<file path="src/rtl/ac_pkg.sv">
// ac_pkg: shared types and widths for the accumulator sample feeder.
//   SAMPLE_W       : width of one sample / accumulator input
//   SUM_W          : width of the accumulator sum and of the underrun counter
//   feeder_state_e : feeder FSM state (CLEAR closes a frame, STREAM feeds samples)
package ac_pkg;

    localparam int SAMPLE_W = 8;
    localparam int SUM_W    = 16;

    typedef enum logic {
        CLEAR,
        STREAM
    } feeder_state_e;

endpackage

</file>
<file path="src/rtl/ac_sample_feeder_if.sv">
// ac_sample_feeder_if: valid/ready sample stream into the feeder.
//   s_valid : upstream has a sample
//   s_data  : the sample
//   s_ready : feeder can accept (registered on the feeder side)
// Modports: master = upstream producer, slave = feeder.
interface ac_sample_feeder_if;
    import ac_pkg::*;

    logic                s_valid;
    logic [SAMPLE_W-1:0] s_data;
    logic                s_ready;

    modport master (output s_valid, output s_data, input s_ready);
    modport slave  (input s_valid, input s_data, output s_ready);

endinterface

</file>
<file path="src/rtl/ac_sync_fifo.sv">
// ac_sync_fifo: single-clock FIFO, DEPTH entries (power of two) of WIDTH bits.
//   clk, rst  : clock, synchronous active-low reset (flushes pointers/level)
//   push/wdata: write tail; ignored while can_push is low
//   pop/rdata : read head; rdata is the current head, pop ignored when empty
//   empty     : level == 0
//   can_push  : registered "level < DEPTH" for the coming cycle, 0 in reset
//   level     : occupancy, 0..DEPTH
module ac_sync_fifo #(
    parameter int DEPTH = 8,
    parameter int WIDTH = 8
) (
    input  logic                   clk,
    input  logic                   rst,
    input  logic                   push,
    input  logic [WIDTH-1:0]       wdata,
    input  logic                   pop,
    output logic [WIDTH-1:0]       rdata,
    output logic                   empty,
    output logic                   can_push,
    output logic [$clog2(DEPTH):0] level
);
    localparam int PTR_W = $clog2(DEPTH);
    localparam int LVL_W = PTR_W + 1;

    logic [WIDTH-1:0] mem [DEPTH];
    logic [PTR_W-1:0] wptr;
    logic [PTR_W-1:0] rptr;
    logic [LVL_W-1:0] level_nx;
    logic             do_push;
    logic             do_pop;

    assign empty   = (level == '0);
    assign do_push = push && can_push;
    assign do_pop  = pop && !empty;
    assign rdata   = mem[rptr];

    always_comb begin
        level_nx = level;
        if (do_push && !do_pop)
            level_nx = level + LVL_W'(1);
        else if (do_pop && !do_push)
            level_nx = level - LVL_W'(1);
    end

    // Pointers are exactly PTR_W bits, so wrap modulo DEPTH is free.
    // can_push looks at the next level so it falls in the same cycle
    // the FIFO reports full.
    always_ff @(posedge clk) begin
        if (!rst) begin
            wptr     <= '0;
            rptr     <= '0;
            level    <= '0;
            can_push <= 1'b0;
        end else begin
            if (do_push)
                wptr <= wptr + PTR_W'(1);
            if (do_pop)
                rptr <= rptr + PTR_W'(1);
            level    <= level_nx;
            can_push <= (level_nx < LVL_W'(DEPTH));
        end
    end

    // Storage is not reset; a flush only needs the pointers and level.
    always_ff @(posedge clk) begin
        if (do_push)
            mem[wptr] <= wdata;
    end

endmodule

</file>
<file path="src/rtl/ac_sample_feeder.sv">
// ac_sample_feeder: buffers stream samples and feeds the accumulator one
// sample per cycle, closing every FRAME_LEN samples with a clear pulse.
//   clk, rst     : clock, synchronous active-low reset
//   samples      : ac_sample_feeder_if.slave upstream stream
//   acc_in       : accumulator input, 0 on bubbles and clear cycles
//   acc_clr      : accumulator reset, active high
//   frame_done   : accumulator sum holds a complete frame total this cycle
//   level        : FIFO occupancy
//   underrun_cnt : saturating count of in-frame bubble cycles
// Optional feature macro: AC_FEEDER_UNDERRUN_EN (builds the underrun counter;
// without it underrun_cnt is tied to 0).
module ac_sample_feeder
    import ac_pkg::*;
#(
    parameter int DEPTH     = 8,
    parameter int FRAME_LEN = 16
) (
    input  logic                   clk,
    input  logic                   rst,
    ac_sample_feeder_if.slave      samples,
    output logic [SAMPLE_W-1:0]    acc_in,
    output logic                   acc_clr,
    output logic                   frame_done,
    output logic [$clog2(DEPTH):0] level,
    output logic [SUM_W-1:0]       underrun_cnt
);
    localparam int               CNT_W    = $clog2(FRAME_LEN + 1);
    localparam logic [CNT_W-1:0] CNT_LAST = CNT_W'(FRAME_LEN - 1);

    feeder_state_e       state;
    logic [CNT_W-1:0]    frame_cnt;
    logic                closing;
    logic                ready;
    logic                fifo_empty;
    logic [SAMPLE_W-1:0] fifo_rdata;
    logic                push;
    logic                pop;

    assign samples.s_ready = ready;
    assign push            = samples.s_valid && ready;
    assign pop             = (state == STREAM) && !fifo_empty;

    ac_sync_fifo #(
        .DEPTH (DEPTH),
        .WIDTH (SAMPLE_W)
    ) u_fifo (
        .clk      (clk),
        .rst      (rst),
        .push     (push),
        .wdata    (samples.s_data),
        .pop      (pop),
        .rdata    (fifo_rdata),
        .empty    (fifo_empty),
        .can_push (ready),
        .level    (level)
    );

    // Outputs are registered, so they show the work of the state one cycle
    // later: the CLEAR state is the no-pop cycle in which the frame's last
    // sample sits on acc_in; its clear pulse lands on the cycle after, which
    // is exactly when the accumulator sum holds the full total.
    // 'closing' separates a frame-ending CLEAR from the one after reset.
    always_ff @(posedge clk) begin
        if (!rst) begin
            state      <= CLEAR;
            frame_cnt  <= '0;
            closing    <= 1'b0;
            acc_in     <= '0;
            acc_clr    <= 1'b1;
            frame_done <= 1'b0;
        end else begin
            case (state)
                CLEAR: begin
                    acc_in     <= '0;
                    acc_clr    <= 1'b1;
                    frame_done <= closing;
                    closing    <= 1'b0;
                    state      <= STREAM;
                end
                STREAM: begin
                    acc_clr    <= 1'b0;
                    frame_done <= 1'b0;
                    if (!fifo_empty) begin
                        acc_in <= fifo_rdata;
                        if (frame_cnt == CNT_LAST) begin
                            frame_cnt <= '0;
                            closing   <= 1'b1;
                            state     <= CLEAR;
                        end else begin
                            frame_cnt <= frame_cnt + CNT_W'(1);
                        end
                    end else begin
                        acc_in <= '0;
                    end
                end
            endcase
        end
    end

`ifdef AC_FEEDER_UNDERRUN_EN
    // A bubble only counts once the frame has started; idle time between
    // frames is not an underrun.
    always_ff @(posedge clk) begin
        if (!rst)
            underrun_cnt <= '0;
        else if (state == STREAM && fifo_empty && frame_cnt != '0 &&
                 underrun_cnt != '1)
            underrun_cnt <= underrun_cnt + SUM_W'(1);
    end
`else
    assign underrun_cnt = '0;
`endif

endmodule

</file>
<file path="src/flat_wrapper.sv">
// flat-port wrapper written by rule: the top's interface ports become plain ports
module ac_sample_feeder_flat import ac_pkg::*;
#(
    parameter int DEPTH     = 8,
    parameter int FRAME_LEN = 16
)
  (clk, rst, acc_in, acc_clr, frame_done, level, underrun_cnt, samples_s_valid, samples_s_data, samples_s_ready);
  ac_sample_feeder_if samples_i ();
  input  logic clk;
  input  logic rst;
  output logic [SAMPLE_W-1:0] acc_in;
  output logic acc_clr;
  output logic frame_done;
  output logic [$clog2(DEPTH):0] level;
  output logic [SUM_W-1:0] underrun_cnt;
  input wire logic [$bits(samples_i.s_valid)-1:0] samples_s_valid;
  input wire logic [$bits(samples_i.s_data)-1:0] samples_s_data;
  output wire logic [$bits(samples_i.s_ready)-1:0] samples_s_ready;
  assign samples_i.s_valid = samples_s_valid;
  assign samples_i.s_data = samples_s_data;
  assign samples_s_ready = samples_i.s_ready;
  ac_sample_feeder #(.DEPTH(DEPTH), .FRAME_LEN(FRAME_LEN)) u_core (.clk(clk), .rst(rst), .samples(samples_i), .acc_in(acc_in), .acc_clr(acc_clr), .frame_done(frame_done), .level(level), .underrun_cnt(underrun_cnt));
endmodule
</file>
<file path="config.mk">
export PLATFORM = sky130hd
export DESIGN_NAME = ac_sample_feeder_flat
export DESIGN_NICKNAME = d
export VERILOG_FILES = /design/src/rtl/ac_pkg.sv /design/src/rtl/ac_sample_feeder_if.sv /design/src/rtl/ac_sync_fifo.sv /design/src/rtl/ac_sample_feeder.sv /design/src/flat_wrapper.sv
export SDC_FILE = /design/constraint.sdc
export NUM_CORES = 1
export LEC_CHECK = 0
export ABC_CLOCK_PERIOD_IN_PS = 2730
export BUFFER_PORTS_ARGS = -buffer_cell sky130_fd_sc_hd__buf_2
export CAP_MARGIN = 5
export CORE_MARGIN = 3
export CORE_UTILIZATION = 52
export DETAILED_ROUTE_END_ITERATION = 10
export PLACE_DENSITY_LB_ADDON = 0.15
export SKIP_CTS_REPAIR_TIMING = 1
export SYNTH_ARGS = -nofsm -noshare
export SYNTH_HDL_FRONTEND = slang
export SYNTH_HIERARCHICAL = 1
export SYNTH_SLANG_ARGS = --single-unit
</file>
<file path="constraint.sdc">
create_clock -name clk -period 2.73 [get_ports clk]
set_clock_uncertainty 0.2 [all_clocks]
set_input_delay 0.1365 -clock clk [delete_from_list [all_inputs] [get_ports clk]]
set_output_delay 0.1365 -clock clk [all_outputs]
set_load 0.005 [all_outputs]
</file>
Yosys cells after proc, flatten, opt, wreduce, memory -nomap -nowiden

Memory sizes are Yosys's and may differ from the RTL's. A register that Yosys moved wholly into a read port is not among the register bits.
Cells that the tools add are included.

Memories kept: 1
Bits in registers: 28
Bits of input ports: 11
Word-level logic and storage cells: 51
Memory bits (writable): 64
Output and inout bits: 31

Memory list:

| name              | depth | width | read ports | clocked after memory_dff | wr ports | RTL line           | text |
|---|---|---|---|---|---|---|---|
| u_core.u_fifo.mem | 8     | 8     | 1          | 1                        | 1        | ac_sync_fifo.sv:25 | `logic [WIDTH-1:0] mem [DEPTH];` |

Muxes and demuxes: 17
Add/sub/neg operators: 5
Order comparisons: 1
Bitwise logic cells: 2
Reduce and logical (&&, ||, !) cells: 12
Equality and inequality tests: 3

Operators with widths:

| operator                                             | number |
|---|---|
| one-hot mux 8 bit (2 select lines)                   | 1 |
| two-way mux 4 bit                                    | 2 |
| two-way mux 8 bit                                    | 1 |
| one-hot mux 1 bit (2 select lines)                   | 4 |
| adder 3 x 1 -> 3 bit (second input constant)         | 2 |
| logical AND 1 bit                                    | 6 |
| two-way mux 1 bit                                    | 6 |
| two-way mux 3 bit                                    | 2 |
| adder 5 x 1 -> 5 bit (second input constant)         | 1 |
| equality test 5 x 4 -> 1 bit (second input constant) | 1 |
| two-way mux 5 bit                                    | 1 |
| adder 4 x 1 -> 4 bit (second input constant)         | 1 |
| logical NOT 4 bit                                    | 1 |
| less-than comparator 4 bit (second input constant)   | 1 |
| != test 2 bit (second input constant)                | 2 |
| AND reduction 2 bit                                  | 2 |
| subtractor 4 x 1 -> 4 bit (second input constant)    | 1 |
| logical NOT 1 bit                                    | 3 |
| inverter 1 bit                                       | 2 |

Depth between registers and ports, before layout

Depth after elaboration: 8
Gate-level depth with buffers: 13
Depth with buffers taken out: 12

Modules after synthesis

Netlist, hierarchy kept.

Modules (own cells, without submodules):

| module           | cells each | instances | seq. area each (µm²) | area an instance (µm²) |
|---|---|---|---|---|
| ac_sync_fifo     | 185        | 1         | 2,202.1              | 3,228.1 |
| ac_sample_feeder | 70         | 1         | 340.3                | 689.4 |

Worst setup path after synthesis

Ideal clock, no wire load.

Kind: register -> register
Start point: reg u_core.u_fifo.level[0]
End point: reg with a tool-made name
Path buffers: 2
Cell stages (with the launch flop): 14
Slack: -154 ps
Clock period less this slack: 2,884 ps
Setup time: 122 ps
Data arrival time: 2,563 ps
Required time: 2,408 ps
Path through: dfxtp_1 inv_1 ha_1 or3b_1 inv_1 and2b_2 buf_4 nand2_1 ha_1 clkbuf_1 nor2b_1 nand3_1 nand3_1 o311a_1

RTL lines:

| element                | RTL line           | text |
|---|---|---|
| start, declared        | ac_sync_fifo.sv:20 | `output logic [$clog2(DEPTH):0] level` |
| start signal, assigned | ac_sync_fifo.sv:59 | `level <= level_nx;` |

==> results.md <==
* Starting density of the core at 53.7%
* Slew margin rel. at 63.2%
* Min cycle time layout at roughly 2.6 ns
* Largest net degree at the start of global routing at 25
* XOR/XNOR Fraction of Synth Area at 1.12%
* Io pins at 42
* Fraction of registers with async set/reset at 0%
* Gr usage total at 17.0%
* Post-Synth Adder-Cell Area at 2.24%
* FF-to-FF Start: u_core/u_fifo/level[1]
* Dpl ws at 0.0463 ns
* Die W at 92.8 µm
* Vias in the first global route at a little over 2000
* First-pass GRT wire length at 10800 µm
* Power Density at about 570 nW/µm²
* Crit. End Element: flop
* Layout cell share with drive strength beyond 1 at around a quarter
* Routed len/inst at about 17 µm
* Largest family of logic cells by synthesized area: multiplexers
* CP arrival at 2.63 ns
* HP Start: rst
* Most common cell after layout, fill and taps aside: edfxtp_1
* RSZ-0062 raised after global routing: no
* Setup WS post-layout at roughly 0.13 ns
* GRT overflow at 0
* Most frequent cells in the layout: 64 x edfxtp_1, 29 x dfxtp_1, 25 x buf_2
* MaxCap Viol Count at 0
* Ant. Diodes at 0
* Clock buffer count from CTS at 9
* Critical path required time at 2.76 ns
* Worst-path clk slew at roughly 0.09 ns
* Hold Vio Cnt, Final at 1
* Worst-path fanout max at 5
* Pleak at 1.70 nW
* Clk_lat worst skew at 0.35 ns
* CTS max path bufs at 2
* Final period util at 95.1%
* Area growth, synth to finish at 13.2%
* Fin nets at 323
* Hold Slack at -0.00957 ns
* Avg Vias per Cell at 5.20
* Htree depth at 3
* ANT nets after route at 0
* Synth unique cells at 43
* Syn Std Cell Area at 3920 µm²
* DR vias at 2128
* Die Height at just over 90 µm
* Pre-antenna DRT Iters at 4
* Launch point of the critical path: u_core/u_fifo/level[1]
* PortBufs at 25
* Peak VDD IR at approximately 0.26 mV
* Mux share of post-synthesis cell area at 13.3%
* Register area share after synthesis at around two thirds
* Slew Viols, Final at 0
* Crit Path Class: flop to flop
* Initial DRC Count at slightly above 70
* Routability congestion estimate at 0.846
* Failing checks: negative hold slack
* CTS tree: yes
* Hold Path Class: input port to flop
* # DRC at 0
* Final setup violation count at 0
* Final WL at 6950 µm
* Fmax at 385 MHz
* Synth Area in Compound Gates at under 10%
* CP Launch Type: flop
* Root buffer cell: clkbuf_8
* Ys Warns at 6
* Clock Sinks at 95
* Setup tns final at 0 ns
* Synth Instances at 255
* Syn Area/Cell at 15.4 µm²
* Worst Max-Slew Pin Slew at roughly 0.55 ns
* Main synth FF type: edfxtp_1
* Synth Area in Simple Gates at 8.82%
* Initial antenna violation count at 0
* Post-DP HPWL at approximately 4400 µm
* PnR Total Power at 2.54 mW
* DIE AREA at 8610 µm²
* Status: finished, violations left
* Core area at 7290 µm²
* FF+latch count, synth at 95
* Placement row count at 31
* Post-synth EDFFs at 64
[kinds of logic after synthesis]
family | count (synthesis)
AOI/OAI and AO/OA | 20
xor gates and xnor gates | 5
adders and majority gates | 7
buffers and inverters | 36
DFF | 95
muxes | 25
other | 1
and+or+nand+nor | 66
[cells in the mapped netlist (all sizes together) (2+ instances only)]
cell / n / area [µm²]
nand3b: 3 / 22.5
xnor2: 4 / 35.0
nand2: 16 / 60.1
buf: 21 / 168
o211a: 3 / 30.0
dfxtp: 31 / 621
edfxtp: 64 / 1920
ha: 7 / 87.6
mux4: 16 / 420
nand2b: 4 / 25.0
a21boi: 5 / 37.5
mux2: 8 / 90.1
inv: 10 / 37.5
o21ai: 2 / 10.0
and3: 9 / 56.3
nor3: 4 / 20.0
nand3: 6 / 30.0
nor2: 11 / 41.3
a21oi: 3 / 15.0
and2: 5 / 31.3
clkbuf: 5 / 18.8
[power by group]
part | total, mW | internal (mW) | switching (mW)
Sequential | 1.56 | 1.55 | 0.00976
Combinational | 0.166 | 0.0771 | 0.0893
Clock | 0.814 | 0.337 | 0.477
Total | 2.54 | 1.97 | 0.576
[sequential cells by signal, summed over array words and instances, names as in the netlist, named ones only]
name	count
u_core/u_fifo/mem	64
u_core/state	1
u_core/u_fifo/level	3
u_core/u_fifo/wptr	3
u_core/frame_cnt	5
u_core/u_fifo/rptr	3
u_core/acc_clr	1
u_core/u_fifo/can_push	1
u_core/acc_in	8
u_core/frame_done	1
u_core/closing	1
[metal layers]
metal  global-route usage, %  wire length [µm]  vias to the layer above
met5                       0                 0                        -
met4                    6.23                89                        0
met3                    4.31               374                        7
met2                    27.5              3370                       69
met1                    22.1              3110                     1024
li1                        -                 -                     1028
[layout make-up]
| cell class | instances | area [µm²] |
|---|---|---|
| inverter | 10 | 37.5 |
| fill | 555 | 2860 |
| clock buffer | 10 | 128 |
| timing repair buffer | 50 | 333 |
| multi-input combinational | 139 | 1220 |
| tap | 99 | 124 |
| sequential | 95 | 2540 |
| clock inverter | 6 | 42.5 |
[final timing paths]
| path | end | slack, ns | cells past startpoint |
|---|---|---|---|
| max | flop | 0.13 | 12 |
| min | u_core/acc_clr | -0.01 | 2 |
| max reg2reg | flop | 0.13 | 12 |
| min reg2reg | u_core/closing | 0.26 | 2 |
[critical path, cell delays in order, from the launching register on]
cell     delay [ns]
dfxtp_2        0.33
inv_1          0.08
ha_2           0.20
or3b_4         0.39
inv_1          0.09
and2b_2        0.24
nand2_4        0.08
inv_1          0.05
ha_2           0.19
nor2b_2        0.17
nand3_1        0.08
nand3_1        0.10
o311a_1        0.30
[per-stage QoR]
step           std cells  hold slack [ns]  area (µm²)  util (%)
2_1_floorplan        270           0.0354        3990         -
3_3_place_gp         384            0.205        4170      57.1
3_5_place_dp         384            0.216        4170      57.1
4_1_cts              400           -0.160        4340      59.5
5_1_grt              409           0.0122        4430      60.8
6_report             409         -0.00957        4430      60.8
Note: power is estimated with default switching activity, not from simulation.
